## config.mk

```make
export PLATFORM = sky130hd
export DESIGN_NAME = angle_sequencer_flat
export DESIGN_NICKNAME = d
export VERILOG_FILES = /design/src/rtl/angle_sequencer_if.sv /design/src/rtl/angle_sequencer.sv /design/src/flat_wrapper.sv
export SDC_FILE = /design/constraint.sdc
export NUM_CORES = 1
export LEC_CHECK = 0
export ABC_CLOCK_PERIOD_IN_PS = 2410
export CORE_MARGIN = 1
export CORE_UTILIZATION = 40
export DETAILED_ROUTE_END_ITERATION = 10
export PLACE_DENSITY_LB_ADDON = 0.05
export SETUP_SLACK_MARGIN = 0.15
export SLEW_MARGIN = 25
export SYNTH_ARGS = -nofsm -noshare
export SYNTH_HDL_FRONTEND = slang
export SYNTH_SLANG_ARGS = --single-unit
export TNS_END_PERCENT = 1
```

## constraint.sdc

```tcl
create_clock -name clk -period 2.41 [get_ports clk]
set_input_delay 0.482 -clock clk [delete_from_list [all_inputs] [get_ports clk]]
set_output_delay 0.482 -clock clk [all_outputs]
set_load 0.05 [all_outputs]
```

## src/rtl/angle_sequencer_if.sv

```systemverilog
// Control/status bundle between the angle sequencer and its host:
// run/step requests in, modulator angle/shoot and status pulses out.
interface angle_sequencer_if;
  logic        enable;
  logic [11:0] step_in;
  logic        step_load;
  logic [11:0] angle;
  logic        shoot;
  logic        wrap;
  logic        step_ack;

  modport master (
    output enable, step_in, step_load,
    input  angle, shoot, wrap, step_ack
  );

  modport slave (
    input  enable, step_in, step_load,
    output angle, shoot, wrap, step_ack
  );
endinterface

```

## src/rtl/angle_sequencer.sv

```systemverilog
// Periodic fire-strobe generator that advances a 12-bit modulator angle by a
// programmable step once per period, holding it steady around each shoot pulse.
module angle_sequencer #(
  parameter int PERIOD     = 200,
  parameter int SHOOT_LEN  = 50,
  parameter int STEP_RESET = 10
) (
  input  logic               clk,
  input  logic               reset,
  angle_sequencer_if.slave   bus
);

  localparam int CNT_W = (PERIOD > 2) ? $clog2(PERIOD) : 1;
  localparam logic [CNT_W-1:0] CNT_LAST  = CNT_W'(PERIOD - 1);
  localparam logic [CNT_W-1:0] SHOOT_END = CNT_W'(SHOOT_LEN);
  localparam logic [CNT_W-1:0] CNT_ONE   = CNT_W'(1);

  localparam logic [1:0] IDLE  = 2'd0;
  localparam logic [1:0] SETUP = 2'd1;
  localparam logic [1:0] SHOOT = 2'd2;
  localparam logic [1:0] GAP   = 2'd3;

  logic [1:0]       state_q;
  logic [CNT_W-1:0] cnt_q;
  logic [11:0]      angle_q;
  logic [11:0]      step_q;
  logic             first_q;
  logic             shoot_q;
  logic             wrap_q;
  logic             step_ack_q;
  logic [12:0]      sum;

  // Bit 12 is the carry out of the 12-bit angle accumulator.
  assign sum = {1'b0, angle_q} + {1'b0, step_q};

  // NOTE: reset is synchronous and active-low; every register, including the
  // step and first-SETUP flag, is explicitly returned to a known value.
  always_ff @(posedge clk) begin
    if (!reset) begin
      state_q    <= IDLE;
      cnt_q      <= '0;
      angle_q    <= '0;
      step_q     <= 12'(STEP_RESET);
      first_q    <= 1'b1;
      shoot_q    <= 1'b0;
      wrap_q     <= 1'b0;
      step_ack_q <= 1'b0;
    end else begin
      // NOTE: non-blocking assignments everywhere here so every register sees
      // the pre-edge value of its peers, e.g. SETUP uses the old step_q even
      // when step_load lands on the same edge.
      step_ack_q <= bus.step_load;
      if (bus.step_load) begin
        step_q <= bus.step_in;
      end

      wrap_q <= 1'b0;
      // shoot trails the SHOOT state by one cycle, giving the angle a full
      // cycle to settle before the modulator fires.
      shoot_q <= (state_q == SHOOT);

      case (state_q)
        IDLE: begin
          if (bus.enable) begin
            state_q <= SETUP;
            cnt_q   <= '0;
          end
        end

        SETUP: begin
          if (!first_q) begin
            angle_q <= sum[11:0];
            wrap_q  <= sum[12];
          end
          first_q <= 1'b0;
          state_q <= SHOOT;
          cnt_q   <= CNT_ONE;
        end

        SHOOT: begin
          cnt_q <= cnt_q + CNT_ONE;
          if (cnt_q == SHOOT_END) begin
            state_q <= GAP;
          end
        end

        GAP: begin
          if (cnt_q == CNT_LAST) begin
            cnt_q   <= '0;
            state_q <= bus.enable ? SETUP : IDLE;
          end else begin
            cnt_q <= cnt_q + CNT_ONE;
          end
        end

        default: begin
          state_q <= IDLE;
          cnt_q   <= '0;
        end
      endcase
    end
  end

  assign bus.angle    = angle_q;
  assign bus.shoot    = shoot_q;
  assign bus.wrap     = wrap_q;
  assign bus.step_ack = step_ack_q;

endmodule

```

## src/flat_wrapper.sv

```systemverilog
// flat-port wrapper written by rule: the top's interface ports become plain ports
module angle_sequencer_flat 
#(
  parameter int PERIOD     = 200,
  parameter int SHOOT_LEN  = 50,
  parameter int STEP_RESET = 10
)
  (clk, reset, bus_enable, bus_step_in, bus_step_load, bus_angle, bus_shoot, bus_wrap, bus_step_ack);
  angle_sequencer_if bus_i ();
  input  logic clk;
  input  logic reset;
  input wire logic [$bits(bus_i.enable)-1:0] bus_enable;
  input wire logic [$bits(bus_i.step_in)-1:0] bus_step_in;
  input wire logic [$bits(bus_i.step_load)-1:0] bus_step_load;
  output wire logic [$bits(bus_i.angle)-1:0] bus_angle;
  output wire logic [$bits(bus_i.shoot)-1:0] bus_shoot;
  output wire logic [$bits(bus_i.wrap)-1:0] bus_wrap;
  output wire logic [$bits(bus_i.step_ack)-1:0] bus_step_ack;
  assign bus_i.enable = bus_enable;
  assign bus_i.step_in = bus_step_in;
  assign bus_i.step_load = bus_step_load;
  assign bus_angle = bus_i.angle;
  assign bus_shoot = bus_i.shoot;
  assign bus_wrap = bus_i.wrap;
  assign bus_step_ack = bus_i.step_ack;
  angle_sequencer #(.PERIOD(PERIOD), .SHOOT_LEN(SHOOT_LEN), .STEP_RESET(STEP_RESET)) u_core (.clk(clk), .reset(reset), .bus(bus_i));
endmodule
```

Yosys cells after proc, flatten, opt, wreduce, memory -nomap -nowiden
Index checks and enable logic that the tools add are counted.

Bitwise operators: 3. Add/sub/neg operators: 2. Reductions and logical operators: 4. Multiplexer cells: 8. Equality and inequality tests: 8.

Operators by type and width (number): 8-bit case mux with 4 select lines (1); 8-bit 2-to-1 mux (2); 12-bit by 12-bit adder with 13-bit output (1); 8-bit by 1-bit adder with 8-bit output (second input constant) (1); 8-bit by 6-bit == test with 1-bit output (second input constant) (1); 8-bit == test (second input constant) (1); 2-bit case mux with 4 select lines (1); 2-bit 2-to-1 mux (3); 2-bit == test (second input constant) (2); 2-bit inequality test (second input constant) (2); 1-bit inverter (3); 3-bit AND reduction (1); 3-bit OR reduction (1); 2-bit by 1-bit == test with 1-bit output (second input constant) (1); 2-bit logical NOT (1); 2-bit by 1-bit inequality test with 1-bit output (second input constant) (1); 2-bit AND reduction (1); 1-bit 2-to-1 mux (1).

Flip-flop bits (word level): 38.

Longest topological paths before layout
Gate-level depths: netlist of run 1.

Depth after elaboration: 3. Gate-level depth with buffers: 8. Mapped depth without buffers: 7.

Worst setup path before layout of run 1
OpenSTA, ideal clock, no wires.

Kind: reg2reg. Start: register u_core.angle_q[0] (netlist: u_core.bus.angle[0]). End: register u_core.wrap_q (netlist: u_core.bus.wrap). Path buffers: 0. Setup time: 0.117 ns. Cell stages (with the launch flop): 8. Arrival: 2.103 ns. Clock period less this slack: 2.220 ns. Path slack: 0.190 ns. Path through: dfxtp_1 -> ha_1 -> fa_1 -> a21o_1 -> a221o_1 -> a211oi_2 -> o21ai_1 -> nor3b_1.

Cells in the longest elaborated chain, start to end: 1.

RTL lines: start, declared (line angle_sequencer.sv:25) `logic [11:0] angle_q;`; start signal, assigned (line angle_sequencer.sv:72) `angle_q <= sum[11:0];`; 12-bit by 12-bit adder with 13-bit output (line angle_sequencer.sv:34) `assign sum = {1'b0, angle_q} + {1'b0, step_q};`; end signal, assigned (line angle_sequencer.sv:73) `wrap_q <= sum[12];`; end, declared (line angle_sequencer.sv:29) `logic wrap_q;`.

No other way between the ends. A chain may end at the register's enable or synchronous reset.

Final worst setup path of run 1
Same ends and word-level chain as after synthesis.

==> key figures, run 1 <==
Outcome
  – Status: completed

Die
  – Row count: 25
  – I/O pin count: 31
  – Core area: 4850 um2
  – Initial Util: 42.8%
  – Die Span X: 74.1 um
  – Die height: 74.1 um
  – Die ar.: 5480 um2

Hold path
  – Type of the most critical hold path: reg -> reg

Placement
  – GPL Wtd Cong: 0.809
  – Dpl hpwl: 3100 um
  – Port bufs: 30

Power and ir drop
  – Pwr Density: 673 nW/um2
  – Worst vdd ir: 0.357 mV
  – P_leak: 1.06 nW

Job
  – Max cap viols: 0

Timing
  – Setup violations, final: 0
  – Worst slew pin tran: 0.508 ns
  – Final min period: 2.12 ns
  – TNS Setup: 0 ns
  – Slew Viols, Final: 0
  – Slew HR: 66.0%
  – Fin crit share: 87.8%
  – Hold Vio Cnt, Final: 0
  – RSZ-0062 raised after global routing: no
  – Worst Clk Skew: 0.00577 ns
  – Max Clk Rate: 473 MHz

Worst setup path
  – Max Fanout on Critical Path: 3
  – Worst Setup End Kind: flip-flop
  – Startpoint types: flip-flop
  – Crit path kind: reg -> reg
  – CP arrival: 2.30 ns
  – Critical Path RT: 2.59 ns

Routing
  – DR vias/cell: 5.14
  – DR WL/cell: 12.7 um
  – Post-DRT Antenna Nets: 0
  – Number of DRC markers in iteration 0: 82
  – Vias: 1695
  – Routed wire length: 4180 um
  – Residual DRC: 0
  – First-pass iteration count of the detailed router: 4

Synthesis
  – Top cell type's share of synthesized area: 36.6%
  – Synth cell types: 46
  – Post-synth ARST share: 0%
  – Mapped Cells: 228
  – Mux share of post-synthesis cell area: 6.27%
  – Post-synth top area cell: dfxtp_1
  – Top FF cell, synth: dfxtp_1
  – Post-synthesis sequential area ratio: 36.6%
  – Synth area leaders: dfxtp_1 37%, ha_1 11%, mux2i_1 6.3%
  – XOR/XNOR share of the synthesized area: 4.22%
  – Synthesized-area fraction occupied by adder cells: 12.4%
  – Mapped Nets: 264
  – Yosys warns: 0
  – Flops & latches, synth: 38
  – Post-Syn Area: 2080 um2
  – Compound-Gate Fraction of Synth Area: 17.1%
  – Post-synth EDFFs: 0
  – Synth Area in Simple Gates: 20.2%
  – Most common cell in the netlist: dfxtp_1
  – Largest family of logic cells by synthesized area: simple AND/OR/NAND/NOR gates
  – Synth cell count leaders: 38 x dfxtp_1, 19 x ha_1, 17 x nand2_1
  – Syn Area/Cell: 9.11 um2

Clock network
  – CTS tree: yes
  – Clock Sinks: 38
  – # resized after CTS: 0
  – Postcts setup bufs: 0
  – Clock slew at reported path FFs: 0.08 ns
  – Hold Buf Count CTS: 0
  – CTS Buf Count: 5
  – H-tree Lvls: 2
  – Skew-Pair Late Insertion Delay: 0.29 ns
  – Root Buffer: clkbuf_8
  – Clk buf depth: 2

Final layout
  – Nets: 298
  – End-of-flow core utilization: 52.8%
  – Layout cell share with drive strength beyond 1: 6.46%
  – Synthesis-to-layout area growth: 23.2%
  – Antenna diodes: 0

GRT
  – Remaining global-route overflow: 0
  – Largest net degree at the start of global routing: 16
  – Initial antenna violation count: 0
  – Total GRT Usage: 18.1%
  – Vias in the first global route: 1655
  – First-pass GRT wire length: 7620 um
[worst max-delay path: stages, from the launching register on]
cell and delay, ns:
dfxtp_1 0.33, ha_1 0.22, fa_1 0.41, a21o_1 0.19, a221o_1 0.36, a211oi_2 0.28, o21ai_1 0.08, nor3b_1 0.14
[layout by cell type, fill, tap and decap left out, types with 4 or more instances in the layout]
cell,instances
nand2_1,17
buf_4,5
ha_1,19
nand4_1,6
clkdlybuf4s50_1,30
o21ai_0,11
clkbuf_8,6
o21ai_1,4
a21oi_1,12
and2_1,6
nor2b_1,14
mux2i_1,13
inv_1,9
nor2_1,10
dfxtp_1,38
nand3_1,12
xor2_1,7
[power by group]
group,switching [mW],total [mW],internal [mW],leakage [nW]
sequential,0.0567,0.745,0.688,0.310
clock,0.220,0.451,0.231,0.0482
combinational,0.307,0.527,0.220,0.699
total,0.583,1.72,1.14,1.06
[layout make-up]
type	instances	area (um2)
flip-flops and latches	38	761
well taps	67	83.8
clock inverters	1	5.00
repair buffers	35	338
inverters	9	33.8
fillers	476	2290
multi-input cells	173	1250
clock buffers	7	86.3
[metal layers]
| layer | GRT usage, % | wire length [um] | vias up |
|---|---|---|---|
| met4 | 5.77 | 29 | 0 |
| met1 | 25.1 | 2240 | 778 |
| met3 | 5.42 | 160 | 2 |
| li1 | - | - | 890 |
| met2 | 26.9 | 1750 | 25 |
| met5 | 0 | 0 | - |
[final timing paths]
kind	slack, ns	depth (start not counted)	to	start
worst max-delay path	0.29	7	u_core.bus.wrap	u_core.bus.angle[0]
worst min-delay path	0.49	2	u_core.step_q[3]	u_core.step_q[3]
worst max register to register	0.29	7	u_core.bus.wrap	u_core.bus.angle[0]
worst min register to register	0.49	2	u_core.step_q[3]	u_core.step_q[3]
[stage by stage]
stage	setup slack, ns	cells	instance area [um2]	power, mW	hold WS (ns)
final	0.294	330	2560	1.72	0.486
after global routing	0.176	330	2560	1.86	0.511
after CTS	0.292	330	2560	1.75	0.489
after detailed placement	0.324	322	2470	1.29	0.470
after global placement	0.336	322	2470	1.29	0.468
after floorplan	0.190	228	2080	1.14	0.446
[flip-flops by register name, summed over array words and instances, names as in the netlist]
| name | flops |
|---|---|
| u_core.bus.shoot | 1 |
| u_core.bus.angle | 12 |
| u_core.step_q | 12 |
| u_core.state_q | 2 |
| u_core.bus.wrap | 1 |
| u_core.bus.step_ack | 1 |
| u_core.cnt_q | 8 |
| u_core.first_q | 1 |
[cells by family after synthesis]
kind of cell	Yosys count
simple gates	78
flops	38
mux	13
fa+ha+maj	20
compound gates	52
xor+xnor	10
buf+inv	17
Power figures use the tool's default switching activity.
==> run 2, diff against run 1 <==
GPL_ROUTABILITY_DRIVEN = 0   (was not set)
==> results of run 2 <==
Final layout, timing and power as in run 1 (identical DEF).
==> run 3, diff against run 2 <==
CORE_MARGIN = 2   (was 1)
==> key figures, run 3 (synthesized netlist as in run 1, its figures left out) <==
Outcome
  – Status: completed (unchanged)

Clock network
  – Skew-Pair Late Insertion Delay: 0.29 ns (about the same)
  – # resized after CTS: 0 (unchanged)
  – Clock slew at reported path FFs: 0.07 ns (was 0.08 ns)
  – CTS tree: yes (unchanged)
  – CTS Buf Count: 5 (unchanged)
  – Clock Sinks: 38 (unchanged)
  – H-tree Lvls: 2 (unchanged)
  – Hold Buf Count CTS: 0 (unchanged)
  – Clk buf depth: 2 (unchanged)
  – Postcts setup bufs: 0 (unchanged)
  – Root Buffer: clkbuf_8 (unchanged)

Timing
  – Fin crit share: 87.3% (was 87.8%)
  – TNS Setup: 0 ns (unchanged)
  – Slew Viols, Final: 0 (unchanged)
  – Worst slew pin tran: 0.501 ns (was 0.508 ns)
  – Final worst slack: 0.307 ns (was 0.294 ns)
  – Worst Clk Skew: 0.00329 ns (was 0.00577 ns)
  – RSZ-0062 raised after global routing: no (unchanged)
  – Max Clk Rate: 476 MHz (was 473 MHz)
  – Slew HR: 66.5% (was 66.0%)
  – Final min period: 2.10 ns (was 2.12 ns)
  – Hold Vio Cnt, Final: 0 (unchanged)
  – Worst hold slack: 0.486 ns (about the same)
  – Setup violations, final: 0 (unchanged)

Hold path
  – Worst hold start: u_core.bus.angle[5] (was u_core.step_q[3])
  – Type of the most critical hold path: reg -> reg (unchanged)

Routing
  – Number of DRC markers in iteration 0: 63 (was 82)
  – Routed wire length: 4240 um (was 4180 um)
  – DR WL/cell: 12.8 um (was 12.7 um)
  – DR vias/cell: 5.18 (was 5.14)
  – Residual DRC: 0 (unchanged)
  – Vias: 1713 (was 1695)
  – Post-DRT Antenna Nets: 0 (unchanged)
  – First-pass iteration count of the detailed router: 4 (unchanged)

Die
  – I/O pin count: 31 (unchanged)
  – Die ar.: 5790 um2 (was 5480 um2)
  – Row count: 26 (was 25)
  – Core area: 5070 um2 (was 4850 um2)
  – Initial Util: 40.9% (was 42.8%)
  – Die Span X: 76.1 um (was 74.1 um)
  – Die height: 76.1 um (was 74.1 um)

Power and ir drop
  – Worst vdd ir: 0.485 mV (was 0.357 mV)
  – Pwr Density: 692 nW/um2 (was 673 nW/um2)
  – Tot Pwr: 1.79 mW (was 1.72 mW)
  – P_leak: 1.06 nW (about the same)

GRT
  – First-pass GRT wire length: 7330 um (was 7620 um)
  – Initial antenna violation count: 0 (unchanged)
  – Largest net degree at the start of global routing: 39 (was 16)
  – Total GRT Usage: 15.5% (was 18.1%)
  – Vias in the first global route: 1590 (was 1655)
  – Remaining global-route overflow: 0 (unchanged)

Worst setup path
  – Critical Path RT: 2.59 ns (about the same)
  – Startpoint types: flip-flop (unchanged)
  – CP arrival: 2.29 ns (was 2.30 ns)
  – Worst Setup End Kind: flip-flop (unchanged)
  – R2R Setup Slk: 0.31 ns (was 0.29 ns)
  – FF-to-FF Start: u_core.bus.angle[0] (unchanged)
  – Max Fanout on Critical Path: 3 (unchanged)
  – CP Launch Point: u_core.bus.angle[0] (unchanged)
  – Crit path kind: reg -> reg (unchanged)

Final layout
  – Design Area, Final: 2580 um2 (was 2560 um2)
  – Most common cell after layout, fill and taps aside: dfxtp_1 (unchanged)
  – Nets: 296 (was 298)
  – Synthesis-to-layout area growth: 24.2% (was 23.2%)
  – Antenna diodes: 0 (unchanged)
  – Area of the multi-input gates: 1250 um2 (unchanged)
  – Commonest non-fill, non-tap cells in the layout: 38 x dfxtp_1, 30 x clkdlybuf4s50_1, 19 x ha_1 (unchanged)
  – Layout fillers: 501 (was 476)
  – Register area: 761 um2 (unchanged)
  – Layout cell share with drive strength beyond 1: 6.13% (was 6.46%)

Placement
  – Port bufs: 30 (unchanged)
  – Dpl hpwl: 3000 um (was 3100 um)
  – Dpl cell area: 2470 um2 (about the same)
  – Setup slack after placement: 0.310 ns (was 0.324 ns)

Job
  – Max cap viols: 0 (unchanged)
## run 3: final timing paths
path	endpoint	depth (start not counted)
min reg2reg	u_core.bus.angle[5]	2
min	u_core.bus.angle[5]	2
max	u_core.bus.wrap	7
max reg2reg	u_core.bus.wrap	7
## run 3: layout make-up
| type | instances | area share (%) |
|---|---|---|
| timing repair buffer | 33 | 13.0 |
| tap | 70 | 3.40 |
| inverter | 9 | 1.31 |
| clock buffer | 8 | 4.27 |
| sequential | 38 | 29.5 |
| multi-input combinational | 173 | 48.5 |
## run 3: critical path, cell delays in order, from the launching register on
cell and delay, ns:
dfxtp_1 0.33, ha_1 0.23, fa_1 0.40, a21o_1 0.19
a221o_1 0.37, a211oi_2 0.27, o21ai_1 0.08, nor3b_1 0.13
## run 3: metrics by stage
step,util (%),cells
after floorplan,-,228
after global placement,48.6,323
after detailed placement,48.6,323
after CTS,50.8,331
after global routing,50.8,331
final,50.8,331
## run 3: layer usage
layer	share of wire, %	global-route usage [%]	up-vias
li1	-	-	881
met2	47	25.6	30
met3	3.8	3.55	8
met1	47	19.7	794
met4	1.8	6.00	0
met5	0	0	-
## run 3: report_power, final
| group | internal (mW) | leakage (nW) | switching [mW] |
|---|---|---|---|
| Combinational | 0.220 | 0.694 | 0.303 |
| Clock | 0.289 | 0.0575 | 0.227 |
| Sequential | 0.688 | 0.310 | 0.0581 |
